==> config.mk <==
export PLATFORM = sky130hd
export DESIGN_NAME = alu_issue_sched_flat
export DESIGN_NICKNAME = d
export VERILOG_FILES = /design/src/rtl/alu_issue_sched_if.sv /design/src/rtl/alu_issue_sched.sv /design/src/flat_wrapper.sv
export SDC_FILE = /design/constraint.sdc
export NUM_CORES = 1
export LEC_CHECK = 0
export BUFFER_PORTS_ARGS = -buffer_cell sky130_fd_sc_hd__buf_2
export CAP_MARGIN = 20
export CORE_AREA = 3 3 273 275
export DETAILED_ROUTE_END_ITERATION = 8
export DIE_AREA = 0 0 276 278
export PLACE_DENSITY_LB_ADDON = 0.2
export SKIP_LAST_GASP = 1
export SLEW_MARGIN = 15
export SYNTH_ARGS = -nofsm -noshare
export SYNTH_HDL_FRONTEND = slang
export SYNTH_SLANG_ARGS = --single-unit
==> constraint.sdc <==
create_clock -name clk -period 19.3 [get_ports clk]
set_clock_uncertainty 0.1 [all_clocks]
set_input_delay 0.965 -clock clk [delete_from_list [all_inputs] [get_ports clk]]
set_output_delay 0.965 -clock clk [all_outputs]
set_load 0.005 [all_outputs]
==> src/rtl/alu_issue_sched_if.sv <==
// alu_issue_sched_if: issue-port, ALU-offer and flush/kill signals of the ALU issue scheduler.
// master drives requests, ALU status and flushes; slave is the scheduler.
interface alu_issue_sched_if #(
   parameter int NUM_REQ       = 4,
   parameter int ROB_ID_WIDTH  = 8,
   parameter int PAYLOAD_WIDTH = 128
);
   logic [NUM_REQ-1:0]               i_req_vld;
   logic [NUM_REQ*ROB_ID_WIDTH-1:0]  i_req_rob_id;
   logic [NUM_REQ*PAYLOAD_WIDTH-1:0] i_req_payload;
   logic [NUM_REQ-1:0]               o_req_gnt;
   logic                             o_alu_vld;
   logic                             i_alu_rdy;
   logic [ROB_ID_WIDTH-1:0]          o_alu_rob_id;
   logic [PAYLOAD_WIDTH-1:0]         o_alu_payload;
   logic                             i_alu_done;
   logic                             i_trap_flush;
   logic                             i_kill_vld;
   logic [ROB_ID_WIDTH-1:0]          i_kill_rob_id;
   logic                             o_sched_busy;
   modport master (
      output i_req_vld, i_req_rob_id, i_req_payload, i_alu_rdy, i_alu_done,
             i_trap_flush, i_kill_vld, i_kill_rob_id,
      input  o_req_gnt, o_alu_vld, o_alu_rob_id, o_alu_payload, o_sched_busy
   );
   modport slave (
      input  i_req_vld, i_req_rob_id, i_req_payload, i_alu_rdy, i_alu_done,
             i_trap_flush, i_kill_vld, i_kill_rob_id,
      output o_req_gnt, o_alu_vld, o_alu_rob_id, o_alu_payload, o_sched_busy
   );
endinterface

==> src/rtl/alu_issue_sched.sv <==
// alu_issue_sched: oldest-first issue of reservation-station ops into a single ALU, with kill/trap flushing.
// ALU_ISSUE_SCHED_STARVE_EN adds per-port wait counters; a port waiting 15 cycles beats age ordering.
module alu_issue_sched #(
   parameter int NUM_REQ       = 4,
   parameter int ROB_ID_WIDTH  = 8,
   parameter int PAYLOAD_WIDTH = 128
) (
   input logic clk,
   input logic rst,
   alu_issue_sched_if.slave bus
);
   localparam int W = ROB_ID_WIDTH;
   localparam int P = PAYLOAD_WIDTH;
   typedef enum logic [1:0] {EMPTY, OFFER, EXEC} state_t;
   state_t state, state_d;
   logic [W-1:0] rob_q, sel_id;
   logic [P-1:0] pay_q, sel_pay;
   logic [NUM_REQ-1:0] elig, pick, gnt;
   logic held_kill;
   // Ids wrap: the MSB flips on each pass through the ROB, so a differing MSB inverts the index order.
   function automatic logic older(input logic [W-1:0] a, input logic [W-1:0] b);
      return (a[W-1] != b[W-1]) ? (a[W-2:0] >= b[W-2:0]) : (a[W-2:0] < b[W-2:0]);
   endfunction
`ifdef ALU_ISSUE_SCHED_STARVE_EN
   logic [3:0] wait_cnt [NUM_REQ];
   always_ff @(posedge clk)
      for (int k = 0; k < NUM_REQ; k++)
         if (rst || !bus.i_req_vld[k] || gnt[k])
            wait_cnt[k] <= 4'd0;
         else if (wait_cnt[k] != 4'd15)
            wait_cnt[k] <= wait_cnt[k] + 4'd1;
`endif
   always_comb begin
      elig = '0;
      pick = '0;
      sel_id = '0;
      sel_pay = '0;
      for (int k = 0; k < NUM_REQ; k++) begin
         elig[k] = bus.i_req_vld[k] && !(bus.i_kill_vld && older(bus.i_kill_rob_id, bus.i_req_rob_id[k*W +: W]));
         // Strictly-older replacement keeps the lowest index on equal ids.
         if (elig[k] && (pick == '0 || older(bus.i_req_rob_id[k*W +: W], sel_id))) begin
            pick = '0;
            pick[k] = 1'b1;
            sel_id = bus.i_req_rob_id[k*W +: W];
            sel_pay = bus.i_req_payload[k*P +: P];
         end
      end
`ifdef ALU_ISSUE_SCHED_STARVE_EN
      for (int k = NUM_REQ - 1; k >= 0; k--)
         if (elig[k] && wait_cnt[k] == 4'd15) begin
            pick = '0;
            pick[k] = 1'b1;
            sel_id = bus.i_req_rob_id[k*W +: W];
            sel_pay = bus.i_req_payload[k*P +: P];
         end
`endif
   end
   assign gnt = (state == EMPTY && !bus.i_trap_flush && !rst) ? pick : '0;
   assign held_kill = bus.i_kill_vld && older(bus.i_kill_rob_id, rob_q);
   always_comb begin
      state_d = state;
      case (state)
         EMPTY:   state_d = (gnt != '0) ? OFFER : EMPTY;
         OFFER:   state_d = held_kill ? EMPTY : bus.i_alu_rdy ? EXEC : OFFER;
         EXEC:    state_d = (held_kill || bus.i_alu_done) ? EMPTY : EXEC;
         default: state_d = EMPTY;
      endcase
      if (bus.i_trap_flush)
         state_d = EMPTY;
   end
   always_ff @(posedge clk)
      if (rst) begin
         state <= EMPTY;
         rob_q <= '0;
         pay_q <= '0;
      end else begin
         state <= state_d;
         if (gnt != '0) begin
            rob_q <= sel_id;
            pay_q <= sel_pay;
         end
      end
   assign bus.o_req_gnt     = gnt;
   assign bus.o_alu_vld     = state == OFFER;
   assign bus.o_alu_rob_id  = rob_q;
   assign bus.o_alu_payload = pay_q;
   assign bus.o_sched_busy  = state != EMPTY;
endmodule
==> src/flat_wrapper.sv <==
// flat-port wrapper written by rule: the top's interface ports become plain ports
module alu_issue_sched_flat 
#(
   parameter int NUM_REQ       = 4,
   parameter int ROB_ID_WIDTH  = 8,
   parameter int PAYLOAD_WIDTH = 128
)
  (clk, rst, bus_i_req_vld, bus_i_req_rob_id, bus_i_req_payload, bus_i_alu_rdy, bus_i_alu_done, bus_i_trap_flush, bus_i_kill_vld, bus_i_kill_rob_id, bus_o_req_gnt, bus_o_alu_vld, bus_o_alu_rob_id, bus_o_alu_payload, bus_o_sched_busy);
  alu_issue_sched_if #(.NUM_REQ(NUM_REQ), .ROB_ID_WIDTH(ROB_ID_WIDTH), .PAYLOAD_WIDTH(PAYLOAD_WIDTH)) bus_i ();
  input logic clk;
  input logic rst;
  input wire logic [$bits(bus_i.i_req_vld)-1:0] bus_i_req_vld;
  input wire logic [$bits(bus_i.i_req_rob_id)-1:0] bus_i_req_rob_id;
  input wire logic [$bits(bus_i.i_req_payload)-1:0] bus_i_req_payload;
  input wire logic [$bits(bus_i.i_alu_rdy)-1:0] bus_i_alu_rdy;
  input wire logic [$bits(bus_i.i_alu_done)-1:0] bus_i_alu_done;
  input wire logic [$bits(bus_i.i_trap_flush)-1:0] bus_i_trap_flush;
  input wire logic [$bits(bus_i.i_kill_vld)-1:0] bus_i_kill_vld;
  input wire logic [$bits(bus_i.i_kill_rob_id)-1:0] bus_i_kill_rob_id;
  output wire logic [$bits(bus_i.o_req_gnt)-1:0] bus_o_req_gnt;
  output wire logic [$bits(bus_i.o_alu_vld)-1:0] bus_o_alu_vld;
  output wire logic [$bits(bus_i.o_alu_rob_id)-1:0] bus_o_alu_rob_id;
  output wire logic [$bits(bus_i.o_alu_payload)-1:0] bus_o_alu_payload;
  output wire logic [$bits(bus_i.o_sched_busy)-1:0] bus_o_sched_busy;
  assign bus_i.i_req_vld = bus_i_req_vld;
  assign bus_i.i_req_rob_id = bus_i_req_rob_id;
  assign bus_i.i_req_payload = bus_i_req_payload;
  assign bus_i.i_alu_rdy = bus_i_alu_rdy;
  assign bus_i.i_alu_done = bus_i_alu_done;
  assign bus_i.i_trap_flush = bus_i_trap_flush;
  assign bus_i.i_kill_vld = bus_i_kill_vld;
  assign bus_i.i_kill_rob_id = bus_i_kill_rob_id;
  assign bus_o_req_gnt = bus_i.o_req_gnt;
  assign bus_o_alu_vld = bus_i.o_alu_vld;
  assign bus_o_alu_rob_id = bus_i.o_alu_rob_id;
  assign bus_o_alu_payload = bus_i.o_alu_payload;
  assign bus_o_sched_busy = bus_i.o_sched_busy;
  alu_issue_sched #(.NUM_REQ(NUM_REQ), .ROB_ID_WIDTH(ROB_ID_WIDTH), .PAYLOAD_WIDTH(PAYLOAD_WIDTH)) u_core (.clk(clk), .rst(rst), .bus(bus_i));
endmodule
==> results.cfg <==
[floorplan]
std_cell_rows = 99
die_area_um2 = 76700
die_h_um = 278
coreArea_um2 = 72600
io-pin-count = 704
start_util_pct = 15.5
die_x_um = 276

[worst_setup_path]
arrival_ns = 12.21
endpoint_kind = primary output
cp-start-kind = primary input
cp_slowest_cell = buf_4
path_max_fanout = 78
critical_path_class = primary input to primary output
required_ns = 18.24
crit_top_cell = o21ai_0
slowest_delay_ns = 0.81

[timing]
rsz0062_at_grt = false
finalHoldViolCount = 0
period_needed_ns = 13.28
fin_crit_sh_pct = 68.8
tightest_slew_ns = 0.913
drv_slew = 0
max-slew-margin-rel_pct = 39.1
postLayoutSetupSlackWorst_ns = 6.02
max_freq_ghz = 0.0753
finalSetupViolCount = 0
fin_setup_tns_ns = 0

[drt]
drc = 0
vias = 14400
ant_nets = 0
drtPass1Iterations = 5
routed_wirelength_mm = 66.6
wl_per_cell_um = 20.8
initialDrtViolationCount = 814
vias_per_cell = 4.51

[global_routing]
antenna_found_initial = 12
grtUsageMet1_pct = 19.5
grt-busiest-layer = met2
grt_max_degree = 109
grt_first_pass_wirelength_mm = 96.5
overflow = 0
met3_usage_pct = 4.39
met2_usage_pct = 29.1
grt_usage_pct = 16.6
grt_pass1_vias = 14600

[cts]
clockRootBuffer = clkbuf_16
cts_tree = done
cts.sinks = 138
clk_pin_slew_ns = 0.07
cts_buffers = 17
clock_path_buffers = 2
insertion_delay_ns = 0.47
cts_max_level = 4
cts_resized = 0
hold_buffers = 0
post-cts-setup-buffer-count = 0

[yosys]
yosys_warnings = 0
netlist.area_leader.share_pct = 24.5
synthArstFlopShare_pct = 0
synth_flop_cell = dfxtp_1
synth.distinct_cells = 62
synth_area_leaders = dfxtp_1 (25%), o21ai_0 (13%), o221a_1 (13%)
synth_edf_count = 0
ys_seq_area_share_pct = 24.5
syn-num-nets = 2263
yosysTopAreaCell = dfxtp_1
netlist_instances = 1649
syn_avg_cell_area_um2 = 6.83
synth_seq_cells = 138
syn_area_um2 = 11300

[final_layout]
layout.nets = 2852
layout-drive-gt1-share_pct = 34.8
postLayoutCellArea_um2 = 16100
area_delta_synth_final_pct = 43.0

[power_and_ir_drop]
leakagePower_nw = 7.47
ir_worst_vdd_mv = 0.0504
powerDensity_nw_per_um2 = 78.6

[placement]
pre_cts_slack_ns = 6.06
place_hpwl_mm = 52.5
port_buffers = 703
dpl_cell_area_um2 = 15500
gp_congestion = 0.955

[job]
cap_violations = 0

[status]
status = finished clean

[hold_path]
hold_class = flip-flop to flip-flop
[synthesized netlist by cell type (3+ instances only)]
library cell / number
nand2b_1: 7
inv_1: 177
nor2b_1: 6
a21o_1: 5
buf_2: 8
xor2_1: 5
dfxtp_1: 138
o221a_1: 127
nor2_1: 20
o21ai_0: 289
a31oi_1: 4
o221ai_1: 3
a211oi_1: 4
clkbuf_1: 120
nand3_1: 269
a21oi_1: 25
and2_1: 3
o21a_1: 4
ha_1: 52
o221a_2: 9
o31ai_1: 3
buf_4: 16
nand2_1: 290
nand4_1: 5
buf_1: 3
mux2i_1: 3
xnor2_1: 7
nor3b_1: 3
[cell type report]
cell class              instances  area, um^2
fillers                      8375       56500
well taps                     959        1200
diodes                          1        2.50
clock buffers                  19         453
clock inverters                 9         140
inverters                     177         664
multi-input cells            1185        7250
flip-flops and latches        138        2760
repair buffers                719        3640
[per-stage QoR]
| stage | std cells | power, mW | util, % | hold slack, ns |
|---|---|---|---|---|
| 2_1_floorplan | 1649 | 0.661 | - | 0.359 |
| 3_3_place_gp | 3178 | 0.909 | 21.4 | 0.370 |
| 3_5_place_dp | 3178 | 0.913 | 21.4 | 0.386 |
| 4_1_cts | 3206 | 1.30 | 22.2 | 0.392 |
| 5_1_grt | 3206 | 1.36 | 22.2 | 0.442 |
| 6_report | 3207 | 1.27 | 22.2 | 0.402 |
[critical path, delay by kind of cell]
family / cells / cell delay (ns)
adder cells (fa/ha/maj): 4 / 1.29
AO/OA/AOI/OAI: 20 / 4.97
AND/OR/NAND/NOR: 8 / 1.40
multiplexers: 1 / 0.15
buffers and inverters: 7 / 3.23
[kinds of logic after synthesis]
family / synth area share, %
adders and majority gates: 5.87
AOI/OAI and AO/OA: 32.0
DFF: 24.5
muxes: 0.666
and+or+nand+nor: 24.2
xor gates and xnor gates: 1.08
buffers and inverters: 11.6
[state kept, by name (all words and copies together), names as in the netlist]
signal                    count
u_core.bus.o_alu_rob_id       8
u_core.bus.o_alu_payload    128
u_core.state                  2
[cells in the final DEF, fill, tap and decap left out, types with 3 or more instances in the layout]
cell type / count
bufinv_16: 3
nor2_4: 3
ha_1: 52
clkbuf_16: 17
xor2_1: 5
o221ai_1: 3
xnor2_1: 7
nor3b_1: 3
and2_1: 3
inv_1: 177
o221a_1: 127
a211oi_1: 4
mux2i_1: 3
nor2_1: 18
o221a_2: 9
a31oi_1: 4
inv_6: 3
nand2b_1: 7
o21a_1: 4
nand2_1: 288
buf_4: 17
buf_2: 702
nand3_1: 269
a31oi_4: 3
nand4_1: 5
a21o_1: 5
o31ai_1: 3
a21oi_1: 25
o21ai_0: 288
nor2b_1: 6
dfxtp_1: 138
[final timing paths]
check	start	to	slack (ns)	cells after the start
max	bus_i_kill_rob_id[0]	bus_o_req_gnt[1]	6.02	40
min	u_core.state[1]	u_core.state[0]	0.40	1
max reg2reg	u_core.bus.o_alu_rob_id[1]	u_core.state[0]	16.55	14
min reg2reg	u_core.state[1]	u_core.state[0]	0.40	1
[layer usage]
metal | vias up | routed length, um | share of wire, %
li1 | 6994 | - | -
met1 | 6727 | 27300 | 41
met2 | 640 | 32500 | 49
met3 | 80 | 4450 | 6.7
met4 | 8 | 2250 | 3.4
met5 | - | 67 | 0.10
[where the power goes]
group	internal (mW)	leakage [nW]	switching, mW	total, mW
registers	0.333	1.15	0.0276	0.361
logic	0.204	6.03	0.337	0.541
clock network	0.209	0.284	0.157	0.365
Power figures use the tool's default switching activity.
